File: src/rtl/adc_pkg.sv
// Shared definitions for the ADC scan scheduler: channel geometry and FSM encoding.
package adc_pkg;

  localparam int ADC_CH_NUM = 8;
  localparam int ADC_DATA_W = 12;
  localparam int ADC_CH_W   = $clog2(ADC_CH_NUM);

  typedef enum logic [2:0] {
    ST_IDLE      = 3'd0,
    ST_TRIG      = 3'd1,
    ST_WAIT_BUSY = 3'd2,
    ST_SCAN      = 3'd3,
    ST_HOLD      = 3'd4
  } sched_state_t;

endpackage

File: src/rtl/adc_result_bank.sv
// Per-channel result register file with fresh flags: one write port from the
// scan engine and one registered host read port that consumes the fresh flag.
module adc_result_bank
  import adc_pkg::*;
(
  input  logic                  clk,
  input  logic                  rst_l,
  input  logic                  wr_en,
  input  logic [ADC_CH_W-1:0]   wr_ch,
  input  logic [ADC_DATA_W-1:0] wr_data,
  input  logic                  rd_req,
  input  logic [ADC_CH_W-1:0]   rd_addr,
  output logic [ADC_DATA_W-1:0] rd_data,
  output logic                  rd_fresh,
  output logic                  rd_valid
);

  logic [ADC_DATA_W-1:0] result_reg [ADC_CH_NUM];
  logic [ADC_CH_NUM-1:0] fresh_reg;

  // Storage update: a read clears the fresh flag, a write to the same channel
  // in the same cycle is applied last so the flag stays set.
  always_ff @(posedge clk or negedge rst_l) begin
    if (!rst_l) begin
      for (int i = 0; i < ADC_CH_NUM; i++) begin
        result_reg[i] <= '0;
      end
      fresh_reg <= '0;
    end else begin
      if (rd_req) begin
        fresh_reg[rd_addr] <= 1'b0;
      end
      if (wr_en) begin
        result_reg[wr_ch] <= wr_data;
        fresh_reg[wr_ch]  <= 1'b1;
      end
    end
  end

  // Registered read port: returns the pre-write contents one cycle after rd_req.
  always_ff @(posedge clk or negedge rst_l) begin
    if (!rst_l) begin
      rd_data  <= '0;
      rd_fresh <= 1'b0;
      rd_valid <= 1'b0;
    end else begin
      rd_valid <= rd_req;
      if (rd_req) begin
        rd_data  <= result_reg[rd_addr];
        rd_fresh <= fresh_reg[rd_addr];
      end
    end
  end

endmodule

File: src/rtl/adc_scan_sched.sv
// Scan scheduler for an 8-channel ADC: triggers single or periodic scans,
// captures enabled channels into a result bank, and supervises with timeouts.
module adc_scan_sched
  import adc_pkg::*;
#(
  parameter int TIMEOUT_CYC = 4096,
  parameter int PERIOD_W    = 16
) (
  input  logic                  clk,
  input  logic                  rst_l,
  input  logic                  cfg_start,
  input  logic                  cfg_stop,
  input  logic                  cfg_continuous,
  input  logic [PERIOD_W-1:0]   cfg_period,
  input  logic [ADC_CH_NUM-1:0] cfg_en_mask,
  output logic                  adc_sync,
  input  logic                  adc_busy,
  input  logic                  adc_dvalid,
  input  logic [ADC_CH_W-1:0]   adc_ch,
  input  logic [ADC_DATA_W-1:0] adc_data,
  input  logic                  rd_req,
  input  logic [ADC_CH_W-1:0]   rd_addr,
  output logic [ADC_DATA_W-1:0] rd_data,
  output logic                  rd_valid,
  output logic                  rd_fresh,
  output logic                  scan_done,
  output logic                  scan_err,
  output logic                  active
);

  localparam int TOUT_W = $clog2(TIMEOUT_CYC + 1);
  localparam logic [TOUT_W-1:0] TOUT_LAST = TOUT_W'(TIMEOUT_CYC - 1);

  sched_state_t          state_reg, state_next;
  logic [PERIOD_W-1:0]   period_cnt_reg, period_cnt_next;
  logic [TOUT_W-1:0]     tout_cnt_reg, tout_cnt_next;
  logic [ADC_CH_NUM-1:0] mask_reg, mask_next;
  logic                  cont_reg, cont_next;
  logic                  stop_pend_reg, stop_pend_next;
  logic                  scan_err_reg, scan_err_next;
  logic                  scan_done_reg, scan_done_next;
  logic                  busy_d_reg;
  logic                  busy_fall;
  logic                  stop_req;
  logic                  wr_en;

  assign busy_fall = busy_d_reg & ~adc_busy;
  assign stop_req  = stop_pend_reg | cfg_stop;

  // State and per-scan context registers.
  always_ff @(posedge clk or negedge rst_l) begin
    if (!rst_l) begin
      state_reg      <= ST_IDLE;
      period_cnt_reg <= '0;
      tout_cnt_reg   <= '0;
      mask_reg       <= '0;
      cont_reg       <= 1'b0;
      stop_pend_reg  <= 1'b0;
      scan_err_reg   <= 1'b0;
      scan_done_reg  <= 1'b0;
      busy_d_reg     <= 1'b0;
    end else begin
      state_reg      <= state_next;
      period_cnt_reg <= period_cnt_next;
      tout_cnt_reg   <= tout_cnt_next;
      mask_reg       <= mask_next;
      cont_reg       <= cont_next;
      stop_pend_reg  <= stop_pend_next;
      scan_err_reg   <= scan_err_next;
      scan_done_reg  <= scan_done_next;
      busy_d_reg     <= adc_busy;
    end
  end

  // Next-state logic: the period counter free-runs down from TRIG and saturates
  // at zero, so an overlong scan retriggers right after entering HOLD.
  always_comb begin
    state_next      = state_reg;
    period_cnt_next = (period_cnt_reg != '0) ? period_cnt_reg - PERIOD_W'(1) : '0;
    tout_cnt_next   = tout_cnt_reg;
    mask_next       = mask_reg;
    cont_next       = cont_reg;
    stop_pend_next  = stop_pend_reg | (cfg_stop && (state_reg != ST_IDLE));
    scan_err_next   = scan_err_reg;
    scan_done_next  = 1'b0;
    wr_en           = 1'b0;

    case (state_reg)
      ST_IDLE: begin
        if (cfg_start) begin
          state_next    = ST_TRIG;
          scan_err_next = 1'b0;
        end
      end
      ST_TRIG: begin
        // A zero period behaves like a period of one.
        period_cnt_next = (cfg_period == '0) ? '0 : cfg_period - PERIOD_W'(1);
        tout_cnt_next   = '0;
        mask_next       = cfg_en_mask;
        cont_next       = cfg_continuous;
        state_next      = ST_WAIT_BUSY;
      end
      ST_WAIT_BUSY: begin
        if (adc_busy) begin
          tout_cnt_next = '0;
          state_next    = ST_SCAN;
        end else if (tout_cnt_reg == TOUT_LAST) begin
          scan_err_next = 1'b1;
          state_next    = ST_IDLE;
        end else begin
          tout_cnt_next = tout_cnt_reg + 1'b1;
        end
      end
      ST_SCAN: begin
        wr_en = adc_dvalid && mask_reg[adc_ch];
        if (busy_fall) begin
          scan_done_next = 1'b1;
          state_next     = (cont_reg && !stop_req) ? ST_HOLD : ST_IDLE;
        end else if (adc_dvalid) begin
          tout_cnt_next = '0;
        end else if (tout_cnt_reg == TOUT_LAST) begin
          scan_err_next = 1'b1;
          state_next    = ST_IDLE;
        end else begin
          tout_cnt_next = tout_cnt_reg + 1'b1;
        end
      end
      ST_HOLD: begin
        if (stop_req) begin
          state_next = ST_IDLE;
        end else if (period_cnt_reg <= PERIOD_W'(1)) begin
          state_next = ST_TRIG;
        end
      end
      default: begin
        state_next = ST_IDLE;
      end
    endcase

    if (state_next == ST_IDLE) begin
      stop_pend_next = 1'b0;
    end
  end

  assign adc_sync  = (state_reg == ST_TRIG);
  assign active    = (state_reg != ST_IDLE);
  assign scan_done = scan_done_reg;
  assign scan_err  = scan_err_reg;

  adc_result_bank u_bank (
    .clk      (clk),
    .rst_l    (rst_l),
    .wr_en    (wr_en),
    .wr_ch    (adc_ch),
    .wr_data  (adc_data),
    .rd_req   (rd_req),
    .rd_addr  (rd_addr),
    .rd_data  (rd_data),
    .rd_fresh (rd_fresh),
    .rd_valid (rd_valid)
  );

endmodule

File: config.mk
export PLATFORM = sky130hd
export DESIGN_NAME = adc_scan_sched
export DESIGN_NICKNAME = d
export VERILOG_FILES = /design/src/rtl/adc_pkg.sv /design/src/rtl/adc_result_bank.sv /design/src/rtl/adc_scan_sched.sv
export SDC_FILE = /design/constraint.sdc
export NUM_CORES = 1
export LEC_CHECK = 0
export CAP_MARGIN = 20
export CORE_ASPECT_RATIO = 0.8
export CORE_MARGIN = 8
export CORE_UTILIZATION = 40
export CTS_CLUSTER_SIZE = 16
export DETAILED_ROUTE_END_ITERATION = 7
export GPL_ROUTABILITY_DRIVEN = 0
export SYNTH_ARGS = -nofsm -noshare
export SYNTH_HDL_FRONTEND = slang
export SYNTH_SLANG_ARGS = --single-unit
File: constraint.sdc
create_clock -name clk -period 3.45 [get_ports clk]
set_input_delay 0.69 -clock clk [delete_from_list [all_inputs] [get_ports clk]]
set_output_delay 0.69 -clock clk [all_outputs]
set_load 0.05 [all_outputs]
=== Yosys cells after proc, flatten, opt, wreduce, memory -nomap -nowiden ===
Index checks and enable logic that the tools add are counted.

* Add/sub/neg operators: 3
* Magnitude comparators: 8
* Eq/ne operators: 9
* Mux-type cells: 43
* Bitwise logic cells: 9
* Reduce and logical (&&, ||, !) cells: 16

{| class="wikitable"
|+ Operators by type and width
! kind !! count
|-
| bitwise mux 96 bit || 1
|-
| two-way mux 13 bit || 4
|-
| two-way mux 16 bit || 3
|-
| one-hot mux 13 bit (3 select lines) || 1
|-
| binary-select mux 12 bit (select 3 bit) || 1
|-
| demux 12 bit (select 3 bit) || 1
|-
| two-way mux 12 bit || 3
|-
| subtractor 16 x 1 -> 16 bit, second input constant || 2
|-
| two-way mux 3 bit || 8
|-
| less-or-equal comparator 16 x 1 -> 1 bit, second input constant || 1
|-
| logical NOT 16 bit || 1
|-
| two-way mux 8 bit || 2
|-
| nonzero test 16 bit || 1
|-
| one-hot mux 3 bit (5 select lines) || 1
|-
| adder 13 x 1 -> 13 bit, second input constant || 1
|-
| equality test 13 x 12 -> 1 bit, second input constant || 1
|-
| two-way mux 1 bit || 13
|-
| nonzero test 3 bit || 3
|-
| bitwise AND 8 bit || 1
|-
| >= comparator 4 bit, second input constant || 2
|-
| < comparator 3 x 4 -> 1 bit, second input constant || 2
|-
| != test 2 bit, second input constant || 4
|-
| NOT 3 -> 4 bit || 2
|-
| NOT 8 bit || 1
|-
| 17 further kinds || 28
|}

* Register bits: 163
* Input port bits: 50
* Output and inout bits: 18
* Word-level logic and storage cells: 109

=== Depth between registers and ports, before layout ===
* Depth in word-level cells: 9
* Gate-level depth with buffers: 8
* Depth with buffers taken out: 7

=== Cells and area by module ===
Synthesis repeated with hierarchy kept, for this count alone.

* Cell total of the unflattened synthesis: 638
* Area total of the unflattened synthesis: 7885.1 sq um

{| class="wikitable"
|+ By module, submodules not included
! module !! instances !! cells each !! area an instance (sq um)
|-
| adc_result_bank || 1 || 372 || 5217.5
|-
| adc_scan_sched || 1 || 266 || 2667.6
|}

=== Worst setup path after synthesis ===
Ideal clock, no wire load.

* Path type: register to output
* From: reg state_reg[0]
* To: out adc_sync
* Arrival: 1.488 ns
* Required time: 2.760 ns
* Slack: 1.272 ns
* Cell stages (with the launch flop): 5
* Path buffers: 2
* Cells stage by stage: dfrtp_1 clkbuf_2 inv_1 nor3_1 buf_2

* Longest elaborated chain between the ends: 1

{| class="wikitable"
|+ RTL lines
! element !! line !! RTL
|-
| start, declared || adc_scan_sched.sv:34 || <nowiki>sched_state_t state_reg, state_next;</nowiki>
|-
| start signal, assigned || adc_scan_sched.sv:63 || <nowiki>state_reg <= state_next;</nowiki>
|-
| equality test 3 x 1 -> 1 bit || adc_scan_sched.sv:145 || <nowiki>assign adc_sync = (state_reg == ST_TRIG);</nowiki>
|-
| end, declared || adc_scan_sched.sv:16 || <nowiki>output logic adc_sync,</nowiki>
|}

Every way passes these cells.

=== Worst setup path in the final report ===
* From: reg state_reg[1]
* To: out adc_sync

The elaborated chain is that of the path after synthesis.

==> impl_metrics.py <==
metrics = {
    "power": {
        "total_power_mw": 7.22,
        "leakage_nw": 4.12,
        "max-vdd-ir-drop_mv": 0.283,
        "pwr_density_cell_nw_per_um2": 765,
    },
    "routing": {
        "drt-total-wl_mm": 17.4,
        "vias_per_cell": 5.35,
        "via_count": 5094,
        "drt_iter0_markers": 293,
        "drt_pass1_iterations": 4,
        "postRouteAntennaNets": 0,
        "wl_per_cell_um": 18.3,
        "drc": 0,
    },
    "timing": {
        "final-setup-viol-count": 0,
        "worst_pin_slew_ps": 905,
        "timing.final.crit_period_ps": 2800,
        "grt_setup_unrepaired": "false",
        "fmax_mhz": 357,
        "min_period_over_period_pct": 81.3,
        "relSlewSlack_pct": 39.5,
        "hold_viol": 0,
        "maxSlewViolCount": 0,
        "whs_ps": 177,
        "totalNegativeSetupSlack_ps": 0,
        "skew_ps": 7.44,
        "setup_slack_ps": 645,
    },
    "logic_synthesis": {
        "synthTopCellsByCount": "163 x dfrtp_1, 103 x mux2_2, 38 x nor2_1",
        "yosysWarnings": 0,
        "yosysMostFrequentCell": "dfrtp_1",
        "syn_inst": 602,
        "synth_area_leaders": "dfrtp_1 52%, mux2_2 15%, mux4_2 7.5%, xnor2_1 2.5%, mux2i_1 1.9%",
        "synth_edf_count": 0,
        "ys_ff_latch": 163,
        "yosysSeqAreaShare_pct": 52.3,
        "ys_types": 57,
        "yosysTopAreaCellShare_pct": 52.3,
        "ys.flop_type": "dfrtp_1",
        "netlist_area_um2": 7800,
        "async_flop_share_pct": 100,
        "yosysTopAreaCell": "dfrtp_1",
        "syn-num-nets": 657,
        "avgSynthCellArea_um2": 13.0,
    },
    "worst_setup_path": {
        "slowest_delay_ps": 860,
        "start_kind": "flip-flop",
        "crit_type": "reg2out",
        "crit_slowest_cell": "clkdlybuf4s50_1",
        "cp-end-kind": "primary output",
        "crit_fanout": 14,
        "path_cells": "nor3_2, clkdlybuf4s50_1",
        "arrival_ps": 2110,
        "cp_top_family": "buffers and inverters",
        "worst_ep_required_time_ps": 2760,
        "path_buf_inv": 1,
    },
    "clocking": {
        "clkTransAtPathRegs_ps": 60,
        "clockBufferDepth": 2,
        "cts_buffers": 17,
        "htreeDepth": 4,
        "post_cts_buffers": 0,
        "clockRootBuffer": "clkbuf_16",
        "cts_resized": 0,
        "cts.sinks": 163,
        "ctsHoldBuffers": 0,
        "cts_tree": "yes",
        "clk_latency_ps": 410,
    },
    "place": {
        "dp_hpwl_mm": 12.1,
        "io_buffer_count": 67,
        "preCtsSetupSlack_ps": 446,
        "place_area_um2": 8850,
        "place_inst": 921,
    },
    "global_routing": {
        "grt_pass1_wl_mm": 29.3,
        "grt_pass1_vias": 5445,
        "grt_use_total_pct": 15.4,
        "grt_max_degree": 85,
        "grt_antenna_before_repair": 0,
        "overflow": 0,
    },
    "cells_and_area": {
        "fillers": 1666,
        "fin_cells": 953,
        "fin_util_pct": 49.6,
        "nets": 737,
        "drive_above_1_share_pct": 28.5,
        "area_growth_pct": 20.9,
        "final_cell_area_um2": 9430,
        "diodes": 0,
        "largest_register_ffs": 96,
    },
    "flow_run": {
        "maxCapViolations": 0,
    },
    "floorplanning": {
        "die_area_um2": 24300,
        "dieHeight_um": 141,
        "start_util_pct": 41.0,
        "pin_count": 68,
        "fp.dieW_um": 172,
        "num_rows": 45,
        "core-area_um2": 19000,
    },
    "hold_path": {
        "min_path_type": "in2async",
    },
    "outcome": {
        "status": "complete, no violations",
    },
}
## layout by cell type, fill, tap and decap left out, types with 10 or more instances in the layout
cell,netlist,final
a21oi_1,22,22
buf_4,3,19
clkbuf_16,0,17
clkdlybuf4s50_1,0,65
dfrtp_1,163,163
inv_1,10,10
mux2_2,103,103
mux2i_1,15,15
mux4_2,26,26
nand2_1,25,25
nor2_1,38,38
o21ai_0,14,14
o22ai_1,14,14
xnor2_1,22,22
## area by class of cell
type / instances / area [um^2] / area share, %
flip-flops and latches: 163 / 4080 / 43.2
multi-input cells: 402 / 3560 / 37.8
repair buffers: 88 / 850 / 9.01
clock buffers: 22 / 474 / 5.03
well taps: 258 / 323 / 3.42
clock inverters: 10 / 106 / 1.13
inverters: 10 / 37.5 / 0.398
## final timing paths
kind / start / to / slack, ps / cells past startpoint
setup / recovery: state_reg[1] / adc_sync / 650 / 2
hold reg to reg: u_bank.result_reg[42] / u_bank.result_reg[42] / 490 / 1
setup reg to reg: period_cnt_reg[6] / period_cnt_reg[10] / 1210 / 5
min in group clk: u_bank.result_reg[42] / u_bank.result_reg[42] / 490 / 1
max in group asynchronous: rst_l / u_bank.rd_data[4] / 2430 / 2
hold / removal: rst_l / period_cnt_reg[4] / 180 / 1
## where the power goes
part / internal (mW) / leakage [nW] / switching, mW / total (mW)
logic: 1.18 / 1.72 / 0.959 / 2.14
registers: 2.74 / 2.11 / 0.485 / 3.23
clock network: 1.12 / 0.289 / 0.729 / 1.85
## logic make-up (layout without fill, tap and decap cells)
family / count (synthesis) / in the layout / synth area share, %
AOI/OAI and AO/OA: 73 / 73 / 5.92
xor gates and xnor gates: 31 / 31 / 3.48
adders and majority gates: 5 / 5 / 0.802
buffers and inverters: 37 / 130 / 2.23
DFF: 163 / 163 / 52.3
muxes: 146 / 146 / 24.6
and+or+nand+nor: 147 / 147 / 10.7
## per-layer routing
layer / vias up / part of all wire, % / track usage (%)
li1: 2381 / - / -
met2: 83 / 49 / 24.5
met5: - / 0 / 0
met1: 2609 / 45 / 20.3
met3: 21 / 4.1 / 3.74
met4: 0 / 1.4 / 4.80
(Power assumes the default switching activity.)
